`config.mk`:
```
export PLATFORM = sky130hd
export DESIGN_NAME = uart_hex_dump_flat
export DESIGN_NICKNAME = d
export VERILOG_FILES = /design/src/rtl/uart_hex_dump_pkg.sv /design/src/rtl/uart_hex_dump_if.sv /design/src/rtl/uart_hex_dump_byte_fifo.sv /design/src/rtl/uart_hex_dump.sv /design/src/flat_wrapper.sv
export SDC_FILE = /design/constraint.sdc
export NUM_CORES = 1
export LEC_CHECK = 0
export CORE_MARGIN = 5
export CORE_UTILIZATION = 50
export CTS_BUF_LIST = sky130_fd_sc_hd__clkbuf_4
export CTS_CLUSTER_DIAMETER = 30
export CTS_CLUSTER_SIZE = 16
export DETAILED_ROUTE_END_ITERATION = 10
export PLACE_DENSITY = 0.75
export SYNTH_ARGS = -nofsm -noshare
export SYNTH_HDL_FRONTEND = slang
export SYNTH_SLANG_ARGS = --single-unit
```
`constraint.sdc`:
```
create_clock -name clk_48 -period 4.5 [get_ports clk_48]
set_input_delay 0.45 -clock clk_48 [delete_from_list [all_inputs] [get_ports clk_48]]
set_output_delay 0.45 -clock clk_48 [all_outputs]
set_load 0.005 [all_outputs]
```
`src/rtl/uart_hex_dump_pkg.sv`:
```
// rtl/uart_hex_dump_pkg.sv - shared constants, FSM encoding and hex helper for the hex dumper
package uart_hex_dump_pkg;

    localparam logic [7:0] ASCII_SP = 8'h20;
    localparam logic [7:0] ASCII_CR = 8'h0D;
    localparam logic [7:0] ASCII_LF = 8'h0A;

    typedef enum logic [2:0] {
        IDLE,
        HI,
        LO,
        SEP,
        SEP2,
        WAIT
    } state_t;

    // Uppercase ASCII: 0-9 -> '0'..'9', 10-15 -> 'A'..'F'
    function automatic logic [7:0] hex_ascii(input logic [3:0] nib);
        return (nib < 4'd10) ? (8'h30 + {4'h0, nib}) : (8'h37 + {4'h0, nib});
    endfunction

endpackage

```
`src/rtl/uart_hex_dump_if.sv`:
```
// rtl/uart_hex_dump_if.sv - character link between the hex dumper and the UART transmitter
interface uart_hex_dump_if;
    logic       tx_dv;
    logic [7:0] tx_byte;
    logic       tx_active;
    logic       tx_done;

    modport master (output tx_dv, output tx_byte, input tx_active, input tx_done);
    modport slave  (input tx_dv, input tx_byte, output tx_active, output tx_done);
endinterface

```
`src/rtl/uart_hex_dump_byte_fifo.sv`:
```
// rtl/uart_hex_dump_byte_fifo.sv - byte FIFO with wrap-around pointers and occupancy output
module byte_fifo #(
    parameter int DEPTH = 16,
    localparam int AW = $clog2(DEPTH)
) (
    input  logic         clk,
    input  logic         rst_n,
    input  logic         push,
    input  logic [7:0]   din,
    input  logic         pop,
    output logic [7:0]   dout,
    output logic         full,
    output logic         empty,
    output logic [AW:0]  level
);

    logic [7:0]  mem [DEPTH];
    logic [AW:0] wr_ptr;
    logic [AW:0] rd_ptr;
    logic        do_push;
    logic        do_pop;

    // The extra pointer bit distinguishes full from empty
    assign level   = wr_ptr - rd_ptr;
    assign full    = (level == (AW + 1)'(DEPTH));
    assign empty   = (level == '0);
    assign do_push = push && !full;
    assign do_pop  = pop && !empty;
    assign dout    = mem[rd_ptr[AW-1:0]];

    always_ff @(posedge clk or negedge rst_n) begin
        if (!rst_n) begin
            wr_ptr <= '0;
            rd_ptr <= '0;
        end else begin
            if (do_push) wr_ptr <= wr_ptr + {{AW{1'b0}}, 1'b1};
            if (do_pop)  rd_ptr <= rd_ptr + {{AW{1'b0}}, 1'b1};
        end
    end

    always_ff @(posedge clk) begin
        if (do_push) mem[wr_ptr[AW-1:0]] <= din;
    end

endmodule

```
`src/rtl/uart_hex_dump.sv`:
```
// rtl/uart_hex_dump.sv - buffers USB bytes and streams them to the debug UART as hex text
module uart_hex_dump
    import uart_hex_dump_pkg::*;
#(
    parameter int DEPTH          = 16,
    parameter int BYTES_PER_LINE = 16
) (
    input  logic                     clk_48,
    input  logic                     rst_n,
    input  logic [7:0]               in_data,
    input  logic                     in_valid,
    input  logic                     clear,
    uart_hex_dump_if.master          tx,
    output logic                     overflow,
    output logic [$clog2(DEPTH):0]   level
);

    localparam logic [7:0] LAST_COL = 8'(BYTES_PER_LINE - 1);

    state_t     state;
    state_t     ret;
    logic [7:0] hold;
    logic [7:0] column;
    logic [7:0] head;
    logic       full;
    logic       empty;
    logic       pop;

    // The transmitter is never reset, so a new byte only starts once it is idle
    assign pop = (state == IDLE) && !empty && !tx.tx_active;

    byte_fifo #(.DEPTH(DEPTH)) u_fifo (
        .clk   (clk_48),
        .rst_n (rst_n),
        .push  (in_valid),
        .din   (in_data),
        .pop   (pop),
        .dout  (head),
        .full  (full),
        .empty (empty),
        .level (level)
    );

    always_ff @(posedge clk_48 or negedge rst_n) begin
        if (!rst_n) begin
            state      <= IDLE;
            ret        <= IDLE;
            hold       <= '0;
            column     <= '0;
            overflow   <= 1'b0;
            tx.tx_dv   <= 1'b0;
            tx.tx_byte <= '0;
        end else begin
            tx.tx_dv <= 1'b0;

            if (clear)                 overflow <= 1'b0;
            else if (in_valid && full) overflow <= 1'b1;

            case (state)
                IDLE: if (pop) begin
                    hold  <= head;
                    state <= HI;
                end
                HI: begin
                    tx.tx_byte <= hex_ascii(hold[7:4]);
                    tx.tx_dv   <= 1'b1;
                    ret        <= LO;
                    state      <= WAIT;
                end
                LO: begin
                    tx.tx_byte <= hex_ascii(hold[3:0]);
                    tx.tx_dv   <= 1'b1;
                    ret        <= SEP;
                    state      <= WAIT;
                end
                SEP: begin
                    if (column == LAST_COL) begin
                        tx.tx_byte <= ASCII_CR;
                        column     <= '0;
                        ret        <= SEP2;
                    end else begin
                        tx.tx_byte <= ASCII_SP;
                        column     <= column + 8'd1;
                        ret        <= IDLE;
                    end
                    tx.tx_dv <= 1'b1;
                    state    <= WAIT;
                end
                SEP2: begin
                    tx.tx_byte <= ASCII_LF;
                    tx.tx_dv   <= 1'b1;
                    ret        <= IDLE;
                    state      <= WAIT;
                end
                WAIT: if (tx.tx_done) state <= ret;
                default: state <= IDLE;
            endcase

            // Placed last so a clear overrides the separator's column update
            if (clear) column <= '0;
        end
    end

endmodule

```
`src/flat_wrapper.sv`:
```
// flat-port wrapper written by rule: the top's interface ports become plain ports
module uart_hex_dump_flat import uart_hex_dump_pkg::*;
#(
    parameter int DEPTH          = 16,
    parameter int BYTES_PER_LINE = 16
)
  (clk_48, rst_n, in_data, in_valid, clear, overflow, level, tx_tx_dv, tx_tx_byte, tx_tx_active, tx_tx_done);
  uart_hex_dump_if tx_i ();
  input  logic clk_48;
  input  logic rst_n;
  input  logic [7:0] in_data;
  input  logic in_valid;
  input  logic clear;
  output logic overflow;
  output logic [$clog2(DEPTH):0] level;
  output wire logic [$bits(tx_i.tx_dv)-1:0] tx_tx_dv;
  output wire logic [$bits(tx_i.tx_byte)-1:0] tx_tx_byte;
  input wire logic [$bits(tx_i.tx_active)-1:0] tx_tx_active;
  input wire logic [$bits(tx_i.tx_done)-1:0] tx_tx_done;
  assign tx_tx_dv = tx_i.tx_dv;
  assign tx_tx_byte = tx_i.tx_byte;
  assign tx_i.tx_active = tx_tx_active;
  assign tx_i.tx_done = tx_tx_done;
  uart_hex_dump #(.DEPTH(DEPTH), .BYTES_PER_LINE(BYTES_PER_LINE)) u_core (.clk_48(clk_48), .rst_n(rst_n), .in_data(in_data), .in_valid(in_valid), .clear(clear), .tx(tx_i), .overflow(overflow), .level(level));
endmodule
```
Word level (Yosys, flattened, before mapping)
Memory sizes are Yosys's and may differ from the RTL's. A register that Yosys moved wholly into a read port is not among the register bits.
Index checks and enable logic that the tools add are counted.
W data, S select, Z words.
Operators by class
  add/subtract/negate cells: 8
  magnitude comparators: 2
  equal/unequal tests: 9
  mux-type cells: 17
  reductions and logical operators: 17
Operator list (count)
  $mux W8: 5
  $pmux W8 S4: 1
  $add A6 B4 Y7 const A: 4
  $pmux W3 S4: 1
  $add A5 B1 Y5 const B: 2
  $mux W3: 3
  $pmux W3 S3: 1
  $add A8 B1 Y8 const B: 1
  $eq A8 B4 Y1 const B: 1
  $lt A4 B4 Y1 const B: 2
  $eq A3 B2 Y1 const B: 2
  $eq A3 B3 Y1 const B: 2
  $mux W6: 1
  $eq A5 B5 Y1 const B: 1
  $logic_and A1 B1 Y1: 5
  $logic_not A5 Y1: 1
  $mux W1: 5
  $sub A5 B5 Y5: 1
  $logic_not A1 Y1: 4
  $ne A2 B2 Y1 const B: 2
  $reduce_and A2 Y1: 2
  $reduce_bool A2 Y1: 2
  $reduce_bool A4 Y1: 1
  $reduce_or A4 Y1: 1
  2 further kinds: 2
Word-level totals
  register bits after elaboration: 34
  bits in writable memories: 128
  word-level logic and storage cells: 62
  memories: 1
Memory list
  u_core.u_fifo.mem: words 16, width 8, read ports 1, clocked after memory_dff 1, write ports 1, line uart_hex_dump_byte_fifo.sv:17  | logic [7:0] mem [DEPTH];

Logic depth before layout (Yosys ltp)
  depth in word-level cells: 7
  mapped depth: 10
  gate-level depth less buffers: 9

By module
A second synthesis with hierarchy kept.
Unflattened totals
  cell total of the unflattened synthesis: 432
  area total of the unflattened synthesis: 7278.2 µm²
By module, submodules not included
  byte_fifo: times used 1, cells an instance 264, area each 5629.1 µm², sequential area each 4093.9 µm²
  uart_hex_dump: times used 1, cells an instance 168, area each 1649.1 µm², sequential area each 775.7 µm²

Least setup slack after synthesis
No wires, ideal clock.
  path type: reg2reg
  from: register u_core.u_fifo.rd_ptr[1]
  to: memory u_core.u_fifo.mem[3][0] (enable)
  library setup time: 395 ps
  data arrival time: 2697 ps
  required time: 4105 ps
  path slack: 1408 ps
  cell stages (with the launch flop): 8
  buffers on the path: 1
  period minus slack after synthesis: 3092 ps
  cells stage by stage: dfrtp_1 clkbuf_1 inv_1 fa_1 xor2_1 nand4b_1 a211oi_4 nor4_1
Between the ends
  word-level cells in the longest chain between the ends: 6
Ends and longest elaborated chain
  start, declared: line uart_hex_dump_byte_fifo.sv:19  | logic [AW:0] rd_ptr;
  start signal, assigned: line uart_hex_dump_byte_fifo.sv:37  | if (do_pop) rd_ptr <= rd_ptr + {{AW{1'b0}}, 1'b1};
  $sub A5 B5 Y5: line uart_hex_dump_byte_fifo.sv:24  | assign level = wr_ptr - rd_ptr;
  net level[2]: line flat_wrapper.sv:15  | output logic [$clog2(DEPTH):0] level;
  $eq A5 B5 Y1: line uart_hex_dump_byte_fifo.sv:25  | assign full = (level == (AW + 1)'(DEPTH));
  $logic_not A1 Y1: line uart_hex_dump_byte_fifo.sv:27  | assign do_push = push && !full;
  $logic_and A1 B1 Y1: line uart_hex_dump_byte_fifo.sv:27
  $mux W1: line uart_hex_dump_byte_fifo.sv:42  | if (do_push) mem[wr_ptr[AW-1:0]] <= din;
  $mux W1 (not written as such): line uart_hex_dump_byte_fifo.sv:42
  end, declared: line uart_hex_dump_byte_fifo.sv:17
The timed path passes the listed nets, and every way through them passes these cells.

Final worst setup path
  from: register u_core.u_fifo.rd_ptr[1]
  to: memory u_core.u_fifo.mem[2][7] (enable)
Between the ends
  word-level cells in the longest chain between the ends: 6
Ends and longest elaborated chain (line)
  $sub A5 B5 Y5: uart_hex_dump_byte_fifo.sv:24
  $eq A5 B5 Y1: uart_hex_dump_byte_fifo.sv:25
  $logic_not A1 Y1: uart_hex_dump_byte_fifo.sv:27
  $logic_and A1 B1 Y1: uart_hex_dump_byte_fifo.sv:27
  $mux W1: uart_hex_dump_byte_fifo.sv:42
  $mux W1 (not written as such): uart_hex_dump_byte_fifo.sv:42
No other way between the ends.

==> run metrics <==
total global routing overflow 0; main area contributors after synthesis edfxtp_1 (52%), dfrtp_1 (14%), mux4_2 (9.8%); hold path endpoint u_core.state[1]; worst hold path class input port to flip-flop; worst endpoint required time 4740 ps; clock buffer depth 2; FP Rows 44; xor/xnor share of the synthesized area 1.79%; Pwr Density 614 mW/mm^2; io pins 29; skew final 27.5 ps; Max FO, Critical Path 21; Top FF cell, synth edfxtp_1; asr flop ratio synth 24.3%; number of nets with antenna violations after routing 0; DR vias 4186; Reg-to-Reg End u_core.u_fifo.mem[2][7]; WS Path Type flip-flop to flip-flop; n_diodes 0; Peak VDD IR 349 uV; MaxCap Viol Count 0; global-route wire length before repair 24100 um; postcts setup bufs 0; area share of and/or/nand/nor cells after synthesis 7.94%; Port Buffers 27; R2R setup slack 740 ps; DR vias/cell 6.05; GP Congestion 0.832; Min-Delay Path Depth 3; initial antenna violation count 0; H-tree depth 4; #FFs+latches synth 169; Lkg Pwr 0.00290 uW; largest net degree at the start of global routing 42; post-synth top area share 52.4%; Crit. End Element flip-flop; final hold vios 0; number of flops mapped to enable cells by yosys 128; die width 131 um; Crit. Startpoint u_core.u_fifo.rd_ptr[1]; final wirelength 15200 um; warning count from the yosys run 0; Slew headroom 39.5%; Post-Syn Nets 490; Cells after Synth 463; Initial DRC Count 374; DR WL/cell 21.9 um; Final Slew Violations 0; total track usage 18.1%; Die ar. 0.0172 mm^2; setup TNS 0 ps; Pre-antenna DRT Iters 5; fin crit period 3760 ps; Seq/Total Area, Yosys 66.3%; FMAX 0.266 GHz; Starting Density 50.7%; hold path startpoint tx_tx_done; status finished, final reports clean; synth unique cells 57; HPWL after DPL 10200 um; synthesized area 0.00734 mm^2; clock root buffer clkbuf_4; compound-gate portion of the synthesized area 7.65%; R2R depth 7; final setup violation count 0; post-synthesis mux area share 11.5%; core area 0.0145 mm^2; Avg Synthesized Cell Area 15.9 um^2; clk sinks 169; layout cell share with drive strength beyond 1 16.9%; unrepaired setup endpoints after global routing false; DRC Markers 0; WP data arrival 4000 ps; largest family of logic cells by synthesized area multiplexers; Die Y-Extent 131 um; reg2reg start u_core.u_fifo.rd_ptr[1]; # resized after CTS 0; clock slew at reported path FFs 170 ps; P&R area growth vs syn 10.6%; startpoint type of the worst setup path flip-flop; CTS tree built; Num CTS Buffers 17; insertion delay to the later sink of the worst-skew pair 580 ps; WHS 474 ps; Worst Tran Pin Value 907 ps; period utilization 83.6%; # nets final 522; adder-cell share of the synthesized area 2.32%; vias in the first global route 4231; largest area contributor in the netlist edfxtp_1
## synthesized netlist by cell type (12+ instances only)
cell / n
edfxtp_1: 128
dfrtp_1: 41
mux4_2: 32
nand2_1: 27
o21ai_0: 22
nor2_1: 19
inv_1: 16
and3_1: 15
nand3_1: 14
a21oi_1: 12
ha_1: 12
## sequential cells by signal, summed over array words and instances, names as in the netlist
register / flops
u_core.u_fifo.rd_ptr: 5
u_core.column: 8
u_core.overflow: 1
u_core.hold: 8
u_core.u_fifo.mem: 128
u_core.u_fifo.wr_ptr: 5
u_core.state: 3
u_core.tx.tx_dv: 1
u_core.tx.tx_byte: 7
u_core.ret: 3
## report_power, final
| part | leakage, uW | switching [uW] | internal [uW] |
|---|---|---|---|
| logic | 0.00105 | 897 | 886 |
| clock network | 0.000182 | 600 | 417 |
| registers | 0.00167 | 259 | 1930 |
## worst max-delay path, cell delays in order (launching register included)
cell	delay [ps]
dfrtp_1	950
inv_1	250
fa_1	490
xor2_1	300
nand4b_1	260
a211oi_4	130
nor2b_2	530
and3_1	520
## final cells by class
cell class              count  area [um^2]
repair buffers             32          305
well taps                 184          230
fillers                  1108         6360
multi-input cells         259         2300
inverters                  16         60.1
flip-flops and latches    169         4870
clock inverters            15          229
clock buffers              17          128
## metal layers
layer	track usage, %	vias to the layer above	part of all wire [%]
li1	-	1865	-
met4	4.79	0	1.7
met2	29.1	154	50
met3	3.90	17	5.6
met1	25.2	2150	43
met5	0	-	0
## stage by stage
step           area (um^2)  std cells  total power (uW)  setup slack [ps]  util, %
3_5_place_dp          7750        659              4010               842     53.6
6_report              8120        692              4990               737     56.1
4_1_cts               8120        692              5000               807     56.1
2_1_floorplan         7340        463              3410              1410        -
5_1_grt               8120        692              5260               519     56.1
3_3_place_gp          7750        659              3940              1070     53.6
## cell families (layout without fill, tap and decap cells)
kind of cell	count (synthesis)	count (layout)
flops	169	169
simple gates	108	108
compound gates	80	80
mux	42	42
buf+inv	35	80
xor+xnor	15	15
fa+ha+maj	13	13
other cells	1	1
## cell usage in the layout, fill, tap and decap left out, drive strengths merged, types with 5 or more instances in the layout
master and instances:
ha 12, xnor2 7, mux2 6, inv 21
nand2 27, edfxtp 128, a21oi 13, o21ai 22
mux4 32, clkdlybuf4s50 26, clkinv 6, o22ai 8
xor2 8, nor2b 9, dfrtp 41, buf 5
and3 15, nand3 14, nor2 20, clkbuf 17
## worst max path at each step
stage,to,depth (start not counted)
2_1_floorplan,u_core.u_fifo.mem[3][0],7
3_3_place_gp,u_core.u_fifo.mem[2][5],7
3_5_place_dp,u_core.u_fifo.mem[2][7],7
4_1_cts,level[4],6
5_1_grt,u_core.u_fifo.mem[2][7],7
6_report,u_core.u_fifo.mem[2][7],7
## what timing repair did
action / in CTS / in global routing
endpoints found under the hold margin: 11 / 0
setup endpoints to repair: 0 / 0
hold buffers: 1 / 0
No activity file was read; power rests on OpenSTA's default activity.
==> RTL change 1: new RTL, same settings <==
Encoding of `state_t`: now one-hot (6 bits for 6 states).
--- a/src/rtl/uart_hex_dump_pkg.sv
+++ b/src/rtl/uart_hex_dump_pkg.sv
@@ -5,13 +5,13 @@
     localparam logic [7:0] ASCII_CR = 8'h0D;
     localparam logic [7:0] ASCII_LF = 8'h0A;
 
-    typedef enum logic [2:0] {
-        IDLE,
-        HI,
-        LO,
-        SEP,
-        SEP2,
-        WAIT
+    typedef enum logic [5:0] {
+        IDLE = 6'b000001,
+        HI   = 6'b000010,
+        LO   = 6'b000100,
+        SEP  = 6'b001000,
+        SEP2 = 6'b010000,
+        WAIT = 6'b100000
     } state_t;
 
     // Uppercase ASCII: 0-9 -> '0'..'9', 10-15 -> 'A'..'F'
Check against the original RTL: no difference found for any inputs over 10 cycles, from zero or initial values and one cycle with rst_n low; not proved beyond that.
==> RTL change 1 against the original RTL <==
- total power increased by 3.3%
- utilization about the same
- clock power shrank 5%
- worst hold slack got worse by 0.43 ns
- wire length is 3.5% higher
- area after synthesis rose by 1.6%
- sequential share of layout area grew 0.78 points
- sequential power is 2% higher
- final cell count decreased by 0.58%
- sequential cell count up 4
- cell area rose by 0.80%
- worst setup slack better by 0.13 ns
- die area grew 1.5%
==> RTL change 1: results (changes against the original RTL) <==
dr_total_vias: 4219  # was 4,186
whs_ns: 0.04030  # was 0.4736 ns
dr_vias_cell: 6.132  # was 6.049
initialDrtViolationCount: 495  # was 374
outcome: "completed"  # unchanged
setup_skew_ns: 0.02610  # was 0.02752 ns
worst_path_dominant_cell_family: "flip-flops"  # was simple AND/OR/NAND/NOR gates
placed_area_um2: 7865  # was 7754 um^2
dpl.hpwl_mm: 10.59  # was 10.16 mm
cp_max_fo: 22  # was 21
wire_length_on_met1_mm: 6.611  # was 6.498 mm
gpl.final_weighted_congestion: 0.8772  # was 0.8320
synth.yosys.seq_area_share: 0.6664  # was 0.6633
synth.net_count: 489  # was 490
synth-adder-area-share: 0.02281  # was 0.02318
worstSkewPairLatency_ns: 0.56  # was 0.58 ns
total_leakage_power_nw: 2.925  # was 2.903 nW
synth.top_cells.by_area: "edfxtp_1 52%, dfrtp_1 14%, mux4_2 9.7%"  # was edfxtp_1 52%, dfrtp_1 14%, mux4_2 9.8%
synth_commonest_cells: "128 x edfxtp_1, 43 x dfrtp_1, 32 x mux4_2, 27 x nor2_1, 20 x o21ai_0"  # was 128 x edfxtp_1, 41 x dfrtp_1, 32 x mux4_2, 27 x nand2_1, 22 x o21ai_0
critical_path.max_stage_delay_ns: 0.98  # was 0.95 ns
netlist_instances: 462  # was 463
worst_hold_path_type: "input pin to async pin"  # was input pin to flop
placed_cells_incl_taps: 656  # was 659
global_route.usage.met2: 0.2878  # was 0.2909
met2WireLength_mm: 7.762  # was 7.551 mm
fin_crit_sh: 0.8066  # was 0.8361
dp_slack_ns: 1.091  # was 0.8415 ns
ys_async_sr_fraction: 0.2601  # was 0.2426
timing.max_slew.rel_slack: 0.2960  # was 0.3953
num-nets-final: 518  # was 522
synth_xor_xnor_area_share: 0.02432  # was 0.01789
maximum_number_of_pins_on_one_net_before_global_route_repair: 46  # was 42
met3RoutedLength_mm: 1.138  # was 849 um
irDropWorstVdd_mv: 0.3076  # was 0.3493 mV
-- RTL change 1: power by group --
group	internal [mW]	leakage (nW)	switching, mW
logic	0.950	1.04	1.00
registers	1.99	1.71	0.251
clock network	0.406	0.171	0.559
-- RTL change 1: final timing paths --
kind                                          from                  endpoint  cells past startpoint
setup reg to reg           u_core.u_fifo.rd_ptr[1]  u_core.u_fifo.mem[11][7]                      7
hold reg to reg                    u_core.overflow           u_core.overflow                      2
hold / removal                               rst_n            u_core.hold[0]                      1
max in group asynchronous                    rst_n   u_core.u_fifo.rd_ptr[0]                      1
min in group clk_48                u_core.overflow           u_core.overflow                      2
setup / recovery           u_core.u_fifo.rd_ptr[1]                  level[4]                      5
-- RTL change 1: area by class of cell --
class | instances | area [um^2]
fillers | 1117 | 6404
repair buffers | 29 | 280.3
clock buffers | 18 | 135.1
inverters | 19 | 71.32
multi-input cells | 251 | 2310
flip-flops and latches | 173 | 4974
well taps | 184 | 230.2
clock inverters | 14 | 185.2
==> RTL change 2: new RTL, same flow settings <==
Made on the original files. `DEPTH` is set to 16 in 3 places; all go to 8.
--- a/src/rtl/uart_hex_dump_byte_fifo.sv
+++ b/src/rtl/uart_hex_dump_byte_fifo.sv
@@ -1,6 +1,6 @@
 // rtl/uart_hex_dump_byte_fifo.sv - byte FIFO with wrap-around pointers and occupancy output
 module byte_fifo #(
-    parameter int DEPTH = 16,
+    parameter int DEPTH = 8,
     localparam int AW = $clog2(DEPTH)
 ) (
     input  logic         clk,
--- a/src/rtl/uart_hex_dump.sv
+++ b/src/rtl/uart_hex_dump.sv
@@ -2,7 +2,7 @@
 module uart_hex_dump
     import uart_hex_dump_pkg::*;
 #(
-    parameter int DEPTH          = 16,
+    parameter int DEPTH          = 8,
     parameter int BYTES_PER_LINE = 16
 ) (
     input  logic                     clk_48,
--- a/src/flat_wrapper.sv
+++ b/src/flat_wrapper.sv
@@ -1,7 +1,7 @@
 // flat-port wrapper written by rule: the top's interface ports become plain ports
 module uart_hex_dump_flat import uart_hex_dump_pkg::*;
 #(
-    parameter int DEPTH          = 16,
+    parameter int DEPTH          = 8,
     parameter int BYTES_PER_LINE = 16
 )
   (clk_48, rst_n, in_data, in_valid, clear, overflow, level, tx_tx_dv, tx_tx_byte, tx_tx_active, tx_tx_done);
Interface: changed (resized level); port bits go from 29 to 28. The function was not compared with the original's and may differ.
==> RTL change 2 against the original RTL <==
- sequential power fell by 33%
- fmax rose by 9.8%
- sequential cell count fell by 66
- worst hold slack got worse by 0.39 ns
- sequential share of layout area fell by 3.3 points
- cell area fell by 37%
- total power fell by 35%
- clock skew fell by 0.0083 ns
- combinational power fell by 25%
- area after synthesis fell by 37%
- clock power fell by 54%
- worst setup slack improved by 0.33 ns
- wire length fell by 42%
==> RTL change 2: results (changes against the original RTL) <==
first_pass_iters: 4  # was 5
avgSynthCellArea_um2: 13.05  # was 15.86 um^2
maximum_number_of_pins_on_one_net_before_global_route_repair: 40  # was 42
worstSkewPairLatency_ns: 0.44  # was 0.58 ns
grt_first_pass_wirelength_mm: 14.75  # was 24.06 mm
placed_cells_incl_taps: 480  # was 659
ff2ff_path_depth: 8  # was 7
multi_input_area_um2: 1583  # was 2297 um^2
critical_path.slowest_cell: "nor3_1"  # was dfrtp_1
synth.yosys.seq_area_share: 0.6256  # was 0.6633
max_slew.worst_pin.slew_ns: 1.099  # was 0.9070 ns
port_buffer_count: 26  # was 27
largest_register_ff_count: 64  # was 128
total_leakage_power_nw: 1.893  # was 2.903 nW
n_fill_cell: 723  # was 1,108
setup.worst_path.start: "u_core.u_fifo.rd_ptr[0]"  # was u_core.u_fifo.rd_ptr[1]
synth_xor_xnor_area_share: 0.02269  # was 0.01789
post_route_cells_drive_above_1_share: 0.1143  # was 0.1693
power.combinational.total_mw: 1.33  # was 1.78 mW
outcome: "completed"  # unchanged
synth.net_count: 378  # was 490
dp_slack_ns: 1.063  # was 0.8415 ns
ys_async_sr_fraction: 0.3786  # was 0.2426
worst_hold_path_type: "input pin to async pin"  # was input pin to flop
synth-adder-area-share: 0.02809  # was 0.02318
whs_ns: 0.08446  # was 0.4736 ns
irDropWorstVdd_mv: 0.2614  # was 0.3493 mV
netSwitchingFraction: 0.3780  # was 0.3520
synth_compound_area_frac: 0.09968  # was 0.07652
worst_r2r_startpoint: "u_core.u_fifo.rd_ptr[0]"  # was u_core.u_fifo.rd_ptr[1]
htree_levels: 3  # was 4
synth_commonest_cells: "64 x edfxtp_1, 46 x nand2_1, 39 x dfrtp_1, 21 x nor2_1, 18 x o21ai_0"  # was 128 x edfxtp_1, 41 x dfrtp_1, 32 x mux4_2, 27 x nand2_1, 22 x o21ai_0
cp_data_arrival_time_ns: 3.50  # was 4.00 ns
dpl.hpwl_mm: 6.237  # was 10.16 mm
critical_path.max_stage_delay_ns: 0.92  # was 0.95 ns
cp_max_fo: 20  # was 21
dr_vias_cell: 5.798  # was 6.049
post_synth_num_cell_types: 53  # was 57
ctsHoldBuffers: 0  # was 1
fmaxAchievable_mhz: 291.7  # was 265.8 MHz
synth.top_cells.by_area: "edfxtp_1 41%, dfrtp_1 21%, mux4_2 7.8%"  # was edfxtp_1 52%, dfrtp_1 14%, mux4_2 9.8%
tritoncts.num_buffers: 9  # was 17
grt_pass1_vias: 2852  # was 4,231
setup_skew_ns: 0.01919  # was 0.02752 ns
clk-power_mw: 0.468  # was 1.02 mW
placed_area_um2: 4972  # was 7754 um^2
number_of_enable_type_register_cells_in_the_synthesized_netlist: 64  # was 128
fraction_of_synthesized_area_in_multiplexers: 0.08320  # was 0.1154
==> RTL change 2: cell types whose count changed after synthesis, moves of 5 or more <==
cell and change:
a31oi_1 +5, and3_1 -13, edfxtp_1 -64, mux4_2 -16, nand2_1 +19, nand3_1 -8
o22ai_1 -8
==> RTL change 2: area by class of cell <==
cell class,instances,area share
sequential,103,0.5670
multi-input combinational,218,0.3097
timing repair buffer,30,0.05581
tap,111,0.02717
clock inverter,7,0.01395
clock buffer,9,0.01322
inverter,18,0.01322
==> RTL change 2: kinds of logic (layout without fill, tap and decap cells) <==
family / Yosys count / in the layout
compound gates: 70 / 70
xor+xnor: 12 / 12
fa+ha+maj: 10 / 10
mux: 18 / 18
other cells: 1 / 1
buf+inv: 34 / 64
simple gates: 107 / 107
flops: 103 / 103
==> RTL change 2: routing by layer <==
layer / GRT usage / wire [um] / vias up
met4: 0.04903 / 112 / 0
met3: 0.03097 / 419 / 9
li1: - / - / 1362
met5: 0 / 0 / -
met1: 0.2318 / 3924 / 1431
met2: 0.2751 / 4290 / 74
